$ cat src/rtl/medir_dht11_uc.sv
// Control unit for the DHT11 measurement datapath: runs one request through
// up to four sensor attempts and reports success (pronto) or failure (erro).
module medir_dht11_uc #(
  parameter bit ESPERA_ENTRE_TENTATIVAS = 1'b1
) (
  input  logic       clock,
  input  logic       reset,
  input  logic       medir,
  input  logic       pronto_medida,
  input  logic       erro_medida,
  input  logic       fim_tentativas,
  input  logic       timeout,
  output logic       reset_medida,
  output logic       start_medida,
  output logic       registra_medida,
  output logic       zera_tentativas,
  output logic       zera_timeout,
  output logic       conta_tentativas,
  output logic       conta_timeout,
  output logic       pronto,
  output logic       erro,
  output logic [3:0] db_estado
);

  typedef enum logic [3:0] {
    INICIAL        = 4'h0,
    PREPARA        = 4'h1,
    INICIA         = 4'h2,
    AGUARDA        = 4'h3,
    REGISTRA       = 4'h4,
    CONCLUIDO      = 4'h5,
    FALHA          = 4'h6,
    RECUPERA       = 4'h7,
    ESPERA         = 4'h8,
    NOVA_TENTATIVA = 4'h9,
    ERRO           = 4'hA
  } estado_t;

  estado_t estado_q, estado_d;

  always_ff @(posedge clock or posedge reset) begin
    if (reset) estado_q <= INICIAL;
    else       estado_q <= estado_d;
  end

  always_comb begin
    estado_d         = estado_q;
    reset_medida     = 1'b0;
    start_medida     = 1'b0;
    registra_medida  = 1'b0;
    zera_tentativas  = 1'b0;
    zera_timeout     = 1'b0;
    conta_tentativas = 1'b0;
    conta_timeout    = 1'b0;
    pronto           = 1'b0;
    erro             = 1'b0;
    unique case (estado_q)
      INICIAL: if (medir) estado_d = PREPARA;
      PREPARA: begin
        reset_medida    = 1'b1;
        zera_tentativas = 1'b1;
        zera_timeout    = 1'b1;
        estado_d        = INICIA;
      end
      INICIA: begin
        start_medida = 1'b1;
        zera_timeout = 1'b1;
        estado_d     = AGUARDA;
      end
      AGUARDA: begin
        conta_timeout = 1'b1;
        // a valid reading wins over an error/timeout seen in the same cycle
        if (pronto_medida)                estado_d = REGISTRA;
        else if (erro_medida || timeout)  estado_d = FALHA;
      end
      REGISTRA: begin
        registra_medida = 1'b1;
        estado_d        = CONCLUIDO;
      end
      CONCLUIDO: begin
        pronto   = 1'b1;
        estado_d = INICIAL;
      end
      FALHA: begin
        if (fim_tentativas)               estado_d = ERRO;
        else if (ESPERA_ENTRE_TENTATIVAS) estado_d = RECUPERA;
        else                              estado_d = NOVA_TENTATIVA;
      end
      RECUPERA: begin
        reset_medida = 1'b1;
        zera_timeout = 1'b1;
        estado_d     = ESPERA;
      end
      ESPERA: begin
        conta_timeout = 1'b1;
        reset_medida  = 1'b1;
        if (timeout) estado_d = NOVA_TENTATIVA;
      end
      NOVA_TENTATIVA: begin
        conta_tentativas = 1'b1;
        reset_medida     = 1'b1;
        zera_timeout     = 1'b1;
        estado_d         = INICIA;
      end
      ERRO: begin
        erro     = 1'b1;
        estado_d = INICIAL;
      end
      default: estado_d = INICIAL;
    endcase
  end

  assign db_estado = estado_q;

endmodule

$ cat config.mk
export PLATFORM = sky130hd
export DESIGN_NAME = medir_dht11_uc
export DESIGN_NICKNAME = d
export VERILOG_FILES = /design/src/rtl/medir_dht11_uc.sv
export SDC_FILE = /design/constraint.sdc
export NUM_CORES = 1
export LEC_CHECK = 0
export ABC_CLOCK_PERIOD_IN_PS = 2100
export CORE_AREA = 2 2 39 41
export DETAILED_ROUTE_END_ITERATION = 6
export DIE_AREA = 0 0 41 43
export PLACE_DENSITY_LB_ADDON = 0.05
export SYNTH_ARGS = -nofsm -noshare
export SYNTH_HDL_FRONTEND = slang
export SYNTH_SLANG_ARGS = --single-unit
$ cat constraint.sdc
create_clock -name clock -period 2.1 [get_ports clock]
set_input_delay 0.21 -clock clock [delete_from_list [all_inputs] [get_ports clock]]
set_output_delay 0.21 -clock clock [all_outputs]
set_load 0.02 [all_outputs]
* Word level (Yosys, flattened, before mapping)
Index checks and enable logic that the tools add are counted.
** Cells by class
- Reductions and logical operators :: 7
- Mux-type cells :: 15
- Equal/unequal tests :: 13
** Operators with widths (count)
- 4-bit one-hot mux with 8 select lines :: 1
- 4-bit two-way mux :: 5
- 4-bit by 3-bit equality test with 1-bit output, second input constant :: 4
- 4-bit equality test, second input constant :: 3
- 1-bit two-way mux :: 9
- 4-bit by 2-bit equality test with 1-bit output, second input constant :: 2
- 4-bit OR reduction :: 2
- 4-bit by 1-bit equality test with 1-bit output, second input constant :: 1
- 4-bit zero test :: 1
- 2-bit != test, second input constant :: 2
- 2-bit OR reduction :: 2
- 3-bit != test, second input constant :: 1
- 3-bit AND reduction :: 1
- 1-bit logical OR :: 1
** Storage, ports and cells
- Input bits :: 7
- Word-level logic and storage cells :: 36
- Bits in registers :: 4
- Output and inout bits :: 13

* Longest topological paths before layout
Gate-level depths: netlist of run 1.
- Depth in word-level cells :: 4
- Depth in mapped cells :: 4
- Mapped depth without buffers :: 3

* Worst setup path before layout of run 1
OpenSTA, ideal clock, no wires.
- Path type :: register to output
- From :: register estado_q[0], in the netlist db_estado[0]
- To :: output port erro
- Required time :: 1.890 ns
- Slack :: 0.603 ns
- Cell stages (with the launch flop) :: 4
- Arrival time :: 1.287 ns
- Buffers on the path :: 2
- Cells stage by stage :: dfrtp_1 buf_2 buf_2 nor3_1
** Between the ends
- Longest elaborated chain between the ends :: 2
** Ends and longest elaborated chain
- start: declaration :: line 39 : estado_t estado_q, estado_d;
- start signal: assignment :: line 43 : else estado_q <= estado_d;
- 4-bit equality test :: line 57 : unique case (estado_q)
- 1-bit two-way mux :: line 57
- end: declaration :: line 21 : output logic erro,
Every way passes these cells.

* Worst setup path after layout of run 1
- From :: register estado_q[2], in the netlist db_estado[2]
- To :: output port start_medida
** Between the ends
- Longest elaborated chain between the ends :: 2
** Ends and longest elaborated chain
- 4-bit by 2-bit equality test with 1-bit output :: line 57
- 1-bit two-way mux :: line 57
- end: declaration :: line 14 : output logic start_medida,
Every way passes these cells.

==> summary.md, run 1 <==
| Metric | Value |
|---|---|
| Pin slew with the least headroom to its limit | `0.3677 ns` |
| Detailed-route vias per instance | `4.914` |
| Critical Path Source Type | `flip-flop` |
| HPWL Detailed | `765.7 um` |
| Maximum cell stage delay along the critical path | `0.64 ns` |
| Total clock buffers created by CTS | `3` |
| Number of max-slew violations in the final report | `0` |
| Startpoint of the most critical register-to-register path | `db_estado[2]` |
| Largest net degree at the start of global routing | `12` |
| Count of buffers from port buffering | `19` |
| Final Util | `43.85%` |
| Congestion Overflow GR | `0` |
| Slowest-stage cell, CP | `clkdlybuf4s50_1` |
| Clock Root Buffer | `clkbuf_4` |
| Clock latency at the later pin of the worst-skew pair | `0.24 ns` |
| Clock share of power | `10.2%` |
| Total Power | `0.9867 mW` |
| Row Count | `14` |
| Synthesis-to-layout area growth | `62.75%` |
| Clock tree from TritonCTS | `yes` |
| Ordered cell list for the critical path | `nand2b_1, nor3_1, clkdlybuf4s50_1` |
| Worst reg-to-reg setup slack | `0.62 ns` |
| Worst Setup End Kind | `output port` |
| RSZ-0062 raised after global routing | `no` |
| Initial core utilization | `26.94%` |
| Destination of the worst register-to-register timing path | `db_estado[2]` |
| Number of violations reported at the end of detailed-routing iteration 0 | `8` |
| Worst slack after detailed placement | `0.2607 ns` |
| Outcome | `finished, final reports clean` |
| Boundary Pins | `20` |
| Die Y | `43 um` |
| Worst Path Required | `1.89 ns` |
| Total Negative Setup Slacks | `0 ns` |
| WHS | `0.1607 ns` |
| PnR worst setup slack | `0.09618 ns` |
| CP max FO | `10` |
| Dominant cell type by area after synthesis | `dfrtp_1` |
| Residual antenna-violating net count after detailed routing | `0` |
| Fraction of the cycle the final worst path needs | `95.42%` |
| Cell leakage power | `0.2758 nW` |
| Clock buffer depth | `2` |
| Synthesized cell area | `372.9 um2` |
| Number of global-route vias before repair | `394` |
| Core box area | `0.001384 mm2` |
| Number of nets in the layout | `74` |
| Flip-flop count of the largest register after layout | `4` |
| Number of instances in the synthesized netlist | `44` |
| Routed wirelength normalized by instance count | `12.96 um` |
| # Max-Cap Violations | `0` |
| Global-route wire length before repair | `1676 um` |
| Fraction of synthesized cell area taken by the top area cell type | `26.85%` |
| Mapped Nets | `51` |
| DRC violations left | `0` |
| CTS hold repair buffers | `0` |
| Final setup violating endpoints | `0` |
| Mean area per synthesized cell | `8.474 um2` |
| Number of sinks on the clock net | `4` |
| Crit Path Category | `flip-flop to output port` |
| Setup skew after layout | `0.003931 ns` |
| Number of vias in the routed layout | `398` |
| Number of synthesized register bits | `4` |
| Total net switching power | `0.4580 mW` |
| Yosys warning total | `0` |
| Power density normalized to cell area | `1626 mW/mm2` |
| Final routed wirelength across all metal layers | `1050 um` |
| Final min period | `2.004 ns` |
| Fraction of power spent switching nets | `46.42%` |
| Die footprint | `0.001763 mm2` |
| Clock transition time at the flip-flop clock pins of the worst setup and hold paths | `0.04 ns` |
| GP Congestion | `0.7384` |
| Gr usage total | `14.26%` |
| Kind of cell with the highest combined delay on the critical path | `buffers and inverters` |
| Worst vdd rail ir drop | `0.6587 mV` |
| Number of detailed-routing iterations run before antenna repair | `4` |
| Fmax | `499.0 MHz` |
| ANT cells | `0` |
| Count of unique library cells instantiated by Yosys | `25` |
| Crit path buffers/inverters | `1` |
| Width of the die | `41 um` |
| Hold violation count in the final report | `0` |
| Internal power | `0.5287 mW` |
| Rel. slew slack | `75.49%` |
| Post-synthesis sequential area ratio | `26.85%` |
| Length in cells of the worst reg-to-reg path | `4` |
| Crit. Startpoint | `db_estado[2]` |
| Initial antenna violation count | `0` |
| Power share of the combinational group | `70.3%` |
| Arrival time worst endpoint | `1.79 ns` |
| Maximum level of the CTS H-tree | `1` |
| Type of the most critical hold path | `primary input to async pin` |
| Biggest area contributors in the synthesized netlist | `dfrtp_1 (27%), nor3_1 (6.7%), buf_6 (6.0%)` |
| Share of power burned in registers | `19.5%` |
| Fraction of layout cells with a size suffix above 1 | `26.15%` |
-- metal layers --
metal | vias to the layer above | track usage [%] | routed length (um)
li1 | 202 | - | -
met1 | 185 | 19.29 | 490
met5 | - | 0 | 0
met3 | 0 | 2.094 | 49
met4 | 0 | 10.00 | 0
met2 | 11 | 19.69 | 510
-- synth_stat cells --
cell       n
nand3_1    1
o41ai_2    1
dfrtp_1    4
and2b_1    1
and3_2     1
and2b_2    1
a21oi_2    1
inv_1      1
buf_2      3
xnor2_1    1
nor2_1     3
nand2_1    4
o211ai_1   1
a22o_1     2
nand2b_1   2
or3_1      1
nand2b_4   1
a31o_1     1
inv_2      1
nor3_1     5
a2111oi_2  1
o41ai_1    1
buf_6      2
o21ai_0    3
a2bb2oi_1  1
-- power groups by stage --
stage / clock [mW] / combinational, mW / sequential (mW)
global route: 0.110 / 0.744 / 0.203
CTS: 0.104 / 0.702 / 0.186
global placement: 0 / 0.713 / 0.185
finish: 0.101 / 0.693 / 0.193
floorplan: 0 / 0.442 / 0.175
detailed placement: 0 / 0.704 / 0.189
-- cells in the final DEF (no fill, tap or decap), types with 2 or more instances in the layout --
cell,n
a22o_1,2
buf_4,4
clkbuf_4,3
clkdlybuf4s50_1,16
dfrtp_1,2
dfrtp_2,2
dlymetal6s2s_1,2
nand2_1,4
nand2b_1,2
nor2_1,2
nor3_1,5
o21ai_0,3
-- worst register-to-register path, stage by stage, from the launching register on --
cell       delay [ns]
dfrtp_1          0.50
buf_4            0.22
o41ai_2          0.41
a2bb2oi_1        0.19
nor2_1           0.06
-- stage by stage --
| stage | area [um2] | std cells |
|---|---|---|
| after floorplan | 372.9 | 44 |
| after global placement | 575.6 | 78 |
| after detailed placement | 575.6 | 78 |
| after CTS | 596.8 | 81 |
| after global routing | 606.8 | 81 |
| final | 606.8 | 81 |
-- area by class of cell --
type | count | area [um2]
clock buffer | 3 | 22.52
fill | 165 | 777.0
inverter | 2 | 7.507
sequential | 4 | 102.6
multi-input combinational | 33 | 230.2
timing repair buffer | 23 | 224.0
tap | 16 | 20.02
-- repair_timing --
| item | CTS | global route |
|---|---|---|
| cloned | 0 | 0 |
| buffers inserted | 0 | 0 |
| endpoints found under the setup margin | 1 | 4 |
| resized for setup | 1 | 5 |
-- worst max path at each step --
| stage | end | cells past startpoint |
|---|---|---|
| floorplan | erro | 3 |
| global placement | conta_timeout | 3 |
| detailed placement | conta_timeout | 3 |
| CTS | zera_timeout | 4 |
| global route | start_medida | 3 |
| finish | start_medida | 3 |
-- kinds of logic (layout without fill, tap and decap cells) --
group,count (synthesis),in the layout,synth area share [%]
simple gates,20,20,30.20
compound gates,12,12,28.53
buf+inv,7,28,12.08
flops,4,4,26.85
xor+xnor,1,1,2.349
No activity file was read; power rests on OpenSTA's default activity.
==> inputs of run 2 (changes only) <==
--- a/config.mk
+++ b/config.mk
@@ -9,7 +9,6 @@
 export CORE_AREA = 2 2 39 41
 export DETAILED_ROUTE_END_ITERATION = 6
 export DIE_AREA = 0 0 41 43
-export PLACE_DENSITY_LB_ADDON = 0.05
 export SYNTH_ARGS = -nofsm -noshare
 export SYNTH_HDL_FRONTEND = slang
 export SYNTH_SLANG_ARGS = --single-unit
==> summary.md, run 2 (synthesized netlist as in run 1, its figures left out) <==
| Metric | Value |
|---|---|
| Outcome | `finished, final reports clean` |
| Fraction of the cycle the final worst path needs | `94.39%` |
| Clock Root Buffer | `clkbuf_4` |
| Row Count | `14` |
| Width of the die | `41 um` |
| Clock transition time at the flip-flop clock pins of the worst setup and hold paths | `0.04 ns` |
| Detailed-route vias per instance | `4.951` |
| Worst reg-to-reg setup slack | `0.79 ns` |
| Synthesis-to-layout area growth | `63.42%` |
| Number of max-slew violations in the final report | `0` |
| Total Negative Setup Slacks | `0 ns` |
| Global-route wire length before repair | `1559 um` |
| Crit Path Category | `flip-flop to output port` |
| Flip-flop count of the largest register after layout | `4` |
| RSZ-0062 raised after global routing | `no` |
| Commonest non-fill, non-tap cell in the layout | `clkdlybuf4s50_1` |
| WHS | `0.1550 ns` |
| Number of nets in the layout | `74` |
| HPWL Detailed | `747.9 um` |
| Maximum level of the CTS H-tree | `1` |
| Crit path buffers/inverters | `2` |
| Die footprint | `0.001763 mm2` |
| Largest net degree at the start of global routing | `16` |
| Number of sinks on the clock net | `4` |
| ANT cells | `0` |
| Hold violation count in the final report | `0` |
| Pin slew with the least headroom to its limit | `0.3376 ns` |
| Gr usage total | `13.28%` |
| Clock tree from TritonCTS | `yes` |
| Fraction of layout cells with a size suffix above 1 | `24.62%` |
| Most Crowded Layer GR | `met1` |
| Destination of the worst register-to-register timing path | `db_estado[2]` |
| Number of detailed-routing iterations run before antenna repair | `4` |
| Final routed wirelength across all metal layers | `962 um` |
| Clock buffer depth | `2` |
| Initial core utilization | `26.94%` |
| Clock latency at the later pin of the worst-skew pair | `0.24 ns` |
| Routed wirelength normalized by instance count | `11.88 um` |
| Length in cells of the worst reg-to-reg path | `3` |
| Most used cells in the layout excluding fill and tap cells | `clkdlybuf4s50_1 (16), nor3_1 (5), nand2_1 (4), buf_4 (4)` |
| DRC violations left | `0` |
| Final Util | `44.03%` |
| Fmax | `504.5 MHz` |
| Setup skew after layout | `0.006108 ns` |
| Grt met3 use | `4.712%` |
| Initial antenna violation count | `0` |
| Maximum cell stage delay along the critical path | `0.60 ns` |
| Met1 demand-to-capacity share in global routing | `20.06%` |
| Worst Setup End Kind | `output port` |
| Count of buffers from port buffering | `19` |
| Worst Path Required | `1.89 ns` |
| # Max-Cap Violations | `0` |
| Kind of cell with the highest combined delay on the critical path | `buffers and inverters` |
| Met2 GRT Util | `16.25%` |
| Rel. slew slack | `77.24%` |
| CTS hold repair buffers | `0` |
| Slowest-stage cell, CP | `clkdlybuf4s50_1` |
| Startpoint of the most critical register-to-register path | `db_estado[2]` |
| Congestion Overflow GR | `0` |
| Number of vias in the routed layout | `401` |
| Worst vdd rail ir drop | `0.6212 mV` |
| Number of violations reported at the end of detailed-routing iteration 0 | `7` |
| Arrival time worst endpoint | `1.77 ns` |
| CP max FO | `9` |
| Ordered cell list for the critical path | `buf_4, and2b_2, a22o_1, clkdlybuf4s50_1` |
| Residual antenna-violating net count after detailed routing | `0` |
| Power density normalized to cell area | `1626 mW/mm2` |
| Type of the most critical hold path | `primary input to async pin` |
| Number of setup buffers added after CTS | `0` |
| Final min period | `1.982 ns` |
| Cell leakage power | `0.2849 nW` |
| Boundary Pins | `20` |
| Total clock buffers created by CTS | `3` |
| Number of global-route vias before repair | `346` |
| Core box area | `0.001384 mm2` |
| Critical Path Source Type | `flip-flop` |
| Total Power | `0.9910 mW` |
| Final setup violating endpoints | `0` |
| GP Congestion | `0.7978` |
| Die Y | `43 um` |
run 2: cell count changes in the layout (fill, tap and decap cells not counted), sizes merged:
cell          delta
dlygate4sd2      -1
dlymetal6s2s     +1
run 2: repair_timing:
item	CTS	global route
cloned	0	0
gates resized for setup	1	4
endpoints found under the setup margin	2	4
run 2: per-layer routing:
layer	vias to the layer above	share of wire (%)
met2	13	42
met3	3	6.3
li1	207	-
met5	-	0
met4	0	0.83
met1	178	51
run 2: through the flow:
step | cells | cell area (um2) | worst slack, ns
6_report | 81 | 609.3 | 0.1178
3_5_place_dp | 78 | 575.6 | 0.2433
5_1_grt | 81 | 609.3 | 0.02745
2_1_floorplan | 44 | 372.9 | 0.6031
3_3_place_gp | 78 | 575.6 | 0.2383
4_1_cts | 81 | 599.3 | 0.03412
run 2: layout make-up:
type / instances / area, um2
Sequential cell: 4 / 101.3
Clock buffer: 3 / 22.52
Fill cell: 148 / 774.5
Inverter: 2 / 7.507
Multi-Input combinational cell: 33 / 230.2
Timing Repair Buffer: 23 / 227.7
Tap cell: 16 / 20.02
run 2: power by group:
group	switching, mW	internal (mW)	total (mW)	leakage, nW
logic	0.362	0.358	0.720	0.222
registers	0.0625	0.112	0.174	0.0496
clock network	0.0327	0.0640	0.0967	0.0138
run 2: how the worst max path moves through the flow:
stage	startpoint	end	slack, ns	cells past startpoint
after floorplan	db_estado[0]	erro	0.60	3
after global routing	db_estado[1]	erro	0.03	4
after global placement	db_estado[2]	reset_medida	0.24	4
final	db_estado[3]	zera_timeout	0.12	4
after CTS	db_estado[1]	conta_timeout	0.03	3
after detailed placement	db_estado[2]	start_medida	0.24	3
==> inputs of run 3 (changes only) <==
--- a/config.mk
+++ b/config.mk
@@ -9,6 +9,7 @@
 export CORE_AREA = 2 2 39 41
 export DETAILED_ROUTE_END_ITERATION = 6
 export DIE_AREA = 0 0 41 43
+export SETUP_SLACK_MARGIN = 0.1
 export SYNTH_ARGS = -nofsm -noshare
 export SYNTH_HDL_FRONTEND = slang
 export SYNTH_SLANG_ARGS = --single-unit
==> summary.md, run 3 (synthesized netlist as in run 1, its figures left out) <==
| Metric | Value |
|---|---|
| Number of max-slew violations in the final report | `0` |
| Cell leakage power | `0.3015 nW` |
| Gr usage total | `13.28%` |
| Synthesis-to-layout area growth | `61.41%` |
| Core box area | `0.001384 mm2` |
| Count of buffers from port buffering | `19` |
| Internal power | `0.5021 mW` |
| Row Count | `14` |
| Met2 GRT Util | `16.25%` |
| Number of global-route vias before repair | `346` |
| Commonest non-fill, non-tap cell in the layout | `clkdlybuf4s50_1` |
| Boundary Pins | `20` |
| Total clock buffers created by CTS | `3` |
| Final setup violating endpoints | `0` |
| Hold violation count in the final report | `0` |
| Total net switching power | `0.4543 mW` |
| Die footprint | `0.001763 mm2` |
| Outcome | `finished, final reports clean` |
| HPWL Detailed | `747.9 um` |
| Number of violations reported at the end of detailed-routing iteration 0 | `10` |
| Worst reg-to-reg setup slack | `0.80 ns` |
| Power density normalized to cell area | `1589 mW/mm2` |
| Final min period | `1.960 ns` |
| Width of the die | `41 um` |
| Number of vias in the routed layout | `392` |
| Setup skew after layout | `0.005719 ns` |
| Worst Setup End Kind | `output port` |
| Clock Root Buffer | `clkbuf_4` |
| Routed wirelength normalized by instance count | `12.04 um` |
| Post-layout instance count excluding filler cells | `81` |
| Worst slack after detailed placement | `0.2433 ns` |
| Fmax | `510.2 MHz` |
| Power share of the combinational group | `72.1%` |
| Clock transition time at the flip-flop clock pins of the worst setup and hold paths | `0.04 ns` |
| Ordered cell list for the critical path | `nor2_1, and3_2, clkdlybuf4s50_1` |
| Maximum level of the CTS H-tree | `1` |
| Most used cells in the layout excluding fill and tap cells | `clkdlybuf4s50_1 (12), nor3_1 (5), nand2_1 (4), dlygate4sd2_1 (4), buf_4 (4)` |
| Worst vdd rail ir drop | `0.6123 mV` |
| Maximum cell stage delay along the critical path | `0.59 ns` |
| Final routed wirelength across all metal layers | `975 um` |
| Fraction of power spent switching nets | `47.50%` |
| Clock latency at the later pin of the worst-skew pair | `0.24 ns` |
| Final Util | `43.49%` |
| Critical Path Source Type | `flip-flop` |
| Grt met3 use | `4.712%` |
| Fraction of the cycle the final worst path needs | `93.33%` |
| Clock share of power | `10.1%` |
| ANT cells | `0` |
| Number of nets in the layout | `74` |
| # Max-Cap Violations | `0` |
| Slowest-stage cell, CP | `clkdlybuf4s50_1` |
| Number of setup buffers added after CTS | `0` |
| Arrival time worst endpoint | `1.75 ns` |
| Initial antenna violation count | `0` |
| Worst Path Required | `1.89 ns` |
| Rel. slew slack | `77.27%` |
| Flip-flop count of the largest register after layout | `4` |
| Detailed-route vias per instance | `4.840` |
| Number of detailed-routing iterations run before antenna repair | `2` |
| Post-Place Cells | `78` |
| CTS hold repair buffers | `0` |
| Global-route wire length before repair | `1559 um` |
| RSZ-0062 raised after global routing | `yes` |
| Clock tree from TritonCTS | `yes` |
| Pin slew with the least headroom to its limit | `0.3373 ns` |
| Met1 demand-to-capacity share in global routing | `20.06%` |
| Fraction of layout cells with a size suffix above 1 | `23.08%` |
| Crit Path Category | `flip-flop to output port` |
| Largest net degree at the start of global routing | `16` |
| Number of sinks on the clock net | `4` |
| GP Congestion | `0.7978` |
| Type of the most critical hold path | `primary input to async pin` |
| PnR worst setup slack | `0.1402 ns` |
| Clock buffer depth | `2` |
| CP max FO | `15` |
| Congestion Overflow GR | `0` |
| Share of power burned in registers | `17.8%` |
| DRC violations left | `0` |
| Residual antenna-violating net count after detailed routing | `0` |
| Total Negative Setup Slacks | `0 ns` |
| Most Crowded Layer GR | `met1` |
| Filler instances | `152` |
| Initial core utilization | `26.94%` |
| Die Y | `43 um` |
==> run 3: cell types whose count changed in the layout (fill, tap and decap cells not counted) <==
cell             before  now
clkdlybuf4s50_1      16   12
dlygate4sd2_1         0    4
nor2_1                2    3
nor2_2                1    0
==> run 3: power groups by stage <==
stage / clock network (mW) / registers [mW] / logic (mW)
6_report: 0.0964 / 0.171 / 0.689
5_1_grt: 0.110 / 0.180 / 0.744
4_1_cts: 0.101 / 0.169 / 0.698
3_5_place_dp: 0 / 0.168 / 0.729
3_3_place_gp: 0 / 0.166 / 0.733
2_1_floorplan: 0 / 0.175 / 0.442
==> run 3: timing repair <==
item                                   in CTS  in global routing
resized for setup                           5                  3
setup endpoints to repair                   7                  4
endpoints found under the hold margin       0                  0
==> run 3: final timing paths <==
kind	startpoint	endpoint	cells after the start
worst max-delay path	db_estado[2]	conta_tentativas	3
worst min-delay path	reset	db_estado[3]	2
worst max register to register	db_estado[2]	db_estado[2]	3
worst min register to register	db_estado[3]	db_estado[3]	2
max in group asynchronous	reset	db_estado[2]	2
min in group clock	db_estado[3]	db_estado[3]	2
==> run 3: critical path: cells and delay by family (launching register included) <==
family                 cells  cell delay, ns
and+or+nand+nor            2            0.43
buffers and inverters      1            0.59
DFF                        1            0.50
==> run 3: stage by stage <==
| stage | hold WS (ns) | total power, mW | cell area (um2) |
|---|---|---|---|
| after floorplan | -0.02392 | 0.6167 | 372.9 |
| after CTS | 0.1590 | 0.9685 | 594.3 |
| after global placement | 0.4137 | 0.8985 | 575.6 |
| after global routing | 0.1795 | 1.034 | 601.8 |
| after detailed placement | 0.4081 | 0.8965 | 575.6 |
| final | 0.1553 | 0.9565 | 601.8 |
==> run 3: layout make-up <==
cell class / instances / area [um2] / area share [%]
Inverter: 2 / 7.507 / 1.247
Tap cell: 16 / 20.02 / 3.326
Sequential cell: 4 / 101.3 / 16.84
Clock buffer: 3 / 22.52 / 3.742
Multi-Input combinational cell: 33 / 227.7 / 37.84
Timing Repair Buffer: 23 / 222.7 / 37.01
==> run 3: routing by layer <==
metal  share of wire (%)  wire length [um]
met1                  52               510
met2                  41               402
met3                 5.5                54
met4                0.82                 8
met5                   0                 0
